## config.mk

```make
export PLATFORM = sky130hd
export DESIGN_NAME = aes_ct_serializer
export DESIGN_NICKNAME = d
export VERILOG_FILES = /design/src/rtl/aes_ct_serializer.sv
export SDC_FILE = /design/constraint.sdc
export NUM_CORES = 1
export LEC_CHECK = 0
export CORE_MARGIN = 5
export CORE_UTILIZATION = 50
export CTS_BUF_LIST = sky130_fd_sc_hd__clkbuf_8
export DETAILED_ROUTE_END_ITERATION = 10
export GPL_TIMING_DRIVEN = 0
export MAX_ROUTING_LAYER = met4
export PLACE_DENSITY = 0.8
export SLEW_MARGIN = 20
export SYNTH_ARGS = -nofsm -noshare
export SYNTH_HDL_FRONTEND = slang
export SYNTH_SLANG_ARGS = --single-unit
```

## constraint.sdc

```tcl
create_clock -name clk -period 15.7 [get_ports clk]
set_clock_uncertainty 0.05 [all_clocks]
set_input_delay 3.14 -clock clk [delete_from_list [all_inputs] [get_ports clk]]
set_output_delay 3.14 -clock clk [all_outputs]
set_load 0.005 [all_outputs]
```

## src/rtl/aes_ct_serializer.sv

```systemverilog
// aes_ct_serializer: buffers 128-bit ciphertext blocks and streams them MSB-first as W-bit words.
module aes_ct_serializer #(
  parameter int DEPTH = 2,
  parameter int W = 32
) (
  input  logic                       clk,
  input  logic                       rst,
  input  logic                       valid,
  input  logic [127:0]               ct,
  output logic [W-1:0]               out_data,
  output logic                       out_valid,
  input  logic                       out_ready,
  output logic                       out_last,
  output logic [$clog2(DEPTH+1)-1:0] level,
  output logic                       overflow
);
  localparam int N = 128 / W;
  localparam int AW = $clog2(DEPTH);
  localparam int IW = N > 1 ? $clog2(N) : 1;
  localparam int LW = $clog2(DEPTH + 1);
  logic [127:0] mem [DEPTH];
  logic [AW-1:0] wptr, rptr;
  logic [IW-1:0] idx;
  logic [127:0] head;
  logic hs, pop, push;
  // a pop frees its slot in the same cycle, so a full buffer can still accept
  always_comb begin
    out_valid = level != '0;
    hs = out_valid && out_ready;
    pop = hs && idx == IW'(N - 1);
    push = valid && (level < LW'(DEPTH) || pop);
    head = mem[rptr] << (int'(idx) * W);
    out_data = out_valid ? head[127 -: W] : '0;
    out_last = out_valid && idx == IW'(N - 1);
  end
  always_ff @(posedge clk or posedge rst) begin
    if (rst) begin
      wptr <= '0;
      rptr <= '0;
      idx <= '0;
      level <= '0;
      overflow <= 1'b0;
    end else begin
      if (push) wptr <= wptr + 1'b1;
      if (pop) rptr <= rptr + 1'b1;
      if (hs) idx <= pop ? '0 : idx + 1'b1;
      level <= level + LW'(push) - LW'(pop);
      if (valid && !push) overflow <= 1'b1;
    end
  end
  always_ff @(posedge clk) begin
    if (push) mem[wptr] <= ct;
  end
endmodule

```

==> impl_metrics.ini <==
[run_status]
outcome = finished clean

[clock_tree]
cts_resized = 0
clock_latency_ns = 0.52
cts_setup_buffers = 0
cts_inserted_buffers = 43
ctsLongestPathBuffers = 3
clk_pin_slew_ns = 0.06
clock-sinks = 263
cts-root-buf = clkbuf_8
cts_tree = done
htree_levels = 2
ctsHoldBuffers = 0

[floorplan]
dieArea_sq_um = 23800
start_util_pct = 51.2
die-height_um = 154
rows = 52
core_sq_um = 20400
ios = 169
die_x_um = 154

[grt]
grt_usage_pct = 19.9
grt_pass1_wl_um = 35600
gr-total-overflow = 0
grt_max_degree = 53
grt_pass1_vias = 6631
antenna_found_initial = 1

[setup_path]
r2r_slack_ns = 13.26
r2r_cells = 7
crit_fanout = 10
path_delay_family = buffers and inverters
crit_chain = or2_1 > clkbuf_1 > buf_2 > o21ai_1 > nor3_1 > clkdlybuf4s50_1
path_depth = 6
start_kind = flip-flop
cp.required_ns = 12.51
critPathCaptureType = output port
critPathKind = flip-flop to output port
r2r_start = idx[0]$_DFFE_PP0P_
crit_buf_inv = 3
crit_slowest_cell = clkdlybuf4s50_1
startpoint = level[1]$_DFF_PP0_
arrival_ns = 2.89
endpoint = out_data[20]
cp_slowest_stage_delay_ns = 0.59
worstReg2RegEnd = mem[0][15]$_DFFE_PP_

[detailed_routing]
viasPerCell = 5.41
routedWlPerCell_um = 21.1
drtPass1Iterations = 5
wirelength_um = 23200
drt_iter0_drc = 359
vias = 5963
postRouteAntennaNets = 0
route.detailed.drc = 0

[synthesis]
synth_top_family_by_area = multiplexers
syn_inst = 580
synth-xor-area-share_pct = 0.336
yosys_register_bits = 263
avgSynthCellArea_sq_um = 18.0
synthAdderAreaFrac_pct = 0.360
seq_area_frac_synth_pct = 75.5
synthSimpleGateAreaFrac_pct = 4.16
syn-num-nets = 715
synth_compound_area_share_pct = 5.95
synth.cell_area_sq_um = 10400
ys.warnings.count = 0
synth_cell_types = 32
synth_mux_area_share_pct = 11.4

[layout]
fillers = 1400
syn2layout_area_growth_pct = 28.5
drive_gt1_share_pct = 22.1
num-nets-final = 935

[timing]
min_period_ns = 6.08
timing.setup.tns_ns = 0
slew_headroom_pct = 55.8
drv_slew = 0
finalSetupViolCount = 0
finalHoldViolCount = 0
tightest_slew_ns = 0.664
rsz0062_at_grt = false
timing.final.crit_share_pct = 38.7
fmax_mhz = 164

[worst_hold_path]
whs_path_depth = 1
min_path_type = flip-flop to flip-flop

[power]
power_frac_clock_pct = 21.6
seqPwrFrac_pct = 39.6
p_int_uw = 1690
swShare_pct = 31.4
leakagePower_uw = 0.00453
p_switching_uw = 773
p_per_area_nw_per_um2 = 184
peakVddDrop_uv = 112
p_comb_share_pct = 38.8
p_total_uw = 2460

[place]
port_buffers = 168
dp_hpwl_um = 15800
routabilityCongestion = 0.818

[flow_run]
max-cap-violations = 0
worst min path at each step:
stage	slack (ns)	end	startpoint
3_3_place_gp	0.41	overflow$_DFFE_PP0P_	overflow$_DFFE_PP0P_
3_5_place_dp	0.42	overflow$_DFFE_PP0P_	overflow$_DFFE_PP0P_
4_1_cts	0.44	overflow$_DFFE_PP0P_	overflow$_DFFE_PP0P_
5_1_grt	0.47	overflow$_DFFE_PP0P_	overflow$_DFFE_PP0P_
6_report	0.44	overflow$_DFFE_PP0P_	overflow$_DFFE_PP0P_
2_1_floorplan	0.41	wptr$_DFFE_PP0P_	wptr$_DFFE_PP0P_
power by group through the flow:
stage / sequential, uW / combinational, uW / clock, uW
after global placement: 1020 / 901 / 0
after global routing: 986 / 1020 / 579
after CTS: 976 / 966 / 544
after floorplan: 1000 / 531 / 0
after detailed placement: 989 / 957 / 0
final: 975 / 955 / 533
registers in the layout, summed over array words and instances, names as in the netlist:
register / flops
idx: 2
level: 2
mem: 256
overflow: 1
rptr: 1
wptr: 1
per-stage QoR:
stage / cell area [sq um] / util [%] / setup slack, ns / hold slack [ns] / cells
final: 13400 / 65.8 / 9.62 / 0.439 / 1102
after global placement: 12400 / 61.1 / 3.44 / 0.409 / 1018
after floorplan: 10400 / - / 6.36 / 0.410 / 580
after detailed placement: 12600 / 62.0 / 10.18 / 0.422 / 1025
after CTS: 13400 / 65.7 / 9.62 / 0.441 / 1101
after global routing: 13400 / 65.8 / 9.41 / 0.468 / 1102
routing by layer:
layer,vias up,GRT usage (%),share of wire (%)
li1,2755,-,-
met1,2958,24.8,41
met2,209,32.9,51
met3,41,3.46,5.3
met4,0,7.19,2.7
met5,-,-,0
cells by family after synthesis:
kind of cell	after synthesis
DFF	263
AOI/OAI and AO/OA	98
muxes	98
and+or+nand+nor	77
buffers and inverters	37
xor gates and xnor gates	4
adders and majority gates	3
synthesized netlist by cell type:
| library cell | count | area [sq um] |
|---|---|---|
| edfxtp_1 | 256 | 7690 |
| mux2_2 | 68 | 766 |
| a211oi_1 | 32 | 240 |
| nor2b_1 | 32 | 200 |
| o22ai_1 | 32 | 200 |
| nor3_1 | 31 | 155 |
| o21ai_1 | 30 | 150 |
| mux2_4 | 22 | 330 |
| buf_2 | 11 | 55.1 |
| buf_4 | 10 | 75.1 |
| mux2_1 | 8 | 90.1 |
| dfrtp_1 | 7 | 175 |
| clkbuf_1 | 6 | 22.5 |
| buf_6 | 4 | 45.0 |
| nand2_1 | 4 | 15.0 |
| ha_1 | 3 | 37.5 |
| xnor2_1 | 3 | 26.3 |
| buf_8 | 2 | 30.0 |
| inv_1 | 2 | 7.51 |
| nand2b_1 | 2 | 12.5 |
| nor2_1 | 2 | 7.51 |
| o21ai_0 | 2 | 10.0 |
| or2_1 | 2 | 12.5 |
| a21bo_2 | 1 | 10.0 |
| a31o_2 | 1 | 8.76 |
| and2_1 | 1 | 6.26 |
| and2b_1 | 1 | 7.51 |
| and3_1 | 1 | 6.26 |
| buf_1 | 1 | 3.75 |
| clkbuf_2 | 1 | 5.00 |
| nor3_2 | 1 | 10.0 |
| xor2_1 | 1 | 8.76 |
layout make-up:
type                            instances  area (sq um)  share of cell area (%)
Multi-Input combinational cell        280          2320                    17.4
Sequential cell                       263          7860                    58.7
Inverter                                2          7.51                  0.0561
Timing Repair Buffer                  175          1850                    13.8
Antenna cell                            1          2.50                  0.0187
Buffer                                 35           236                    1.77
Clock inverter                         32           164                    1.22
Clock buffer                           44           606                    4.52
Tap cell                              270           338                    2.52
layout by cell type (no fill, tap or decap), types with 4 or more instances in the layout:
master           count
inv_1               10
buf_2               11
o22ai_1             32
buf_16               4
edfxtp_1           256
nor3_1              31
mux2_1               8
clkinv_2             7
clkdlybuf4s50_1    168
mux2_4              22
mux2_2              68
buf_4               10
clkbuf_1             6
nand2_1              4
buf_6                4
nor2b_1             32
clkbuf_8            44
clkinv_1            14
dfrtp_1              7
o21ai_1             30
a211oi_1            32
Power figures use the tool's default switching activity.
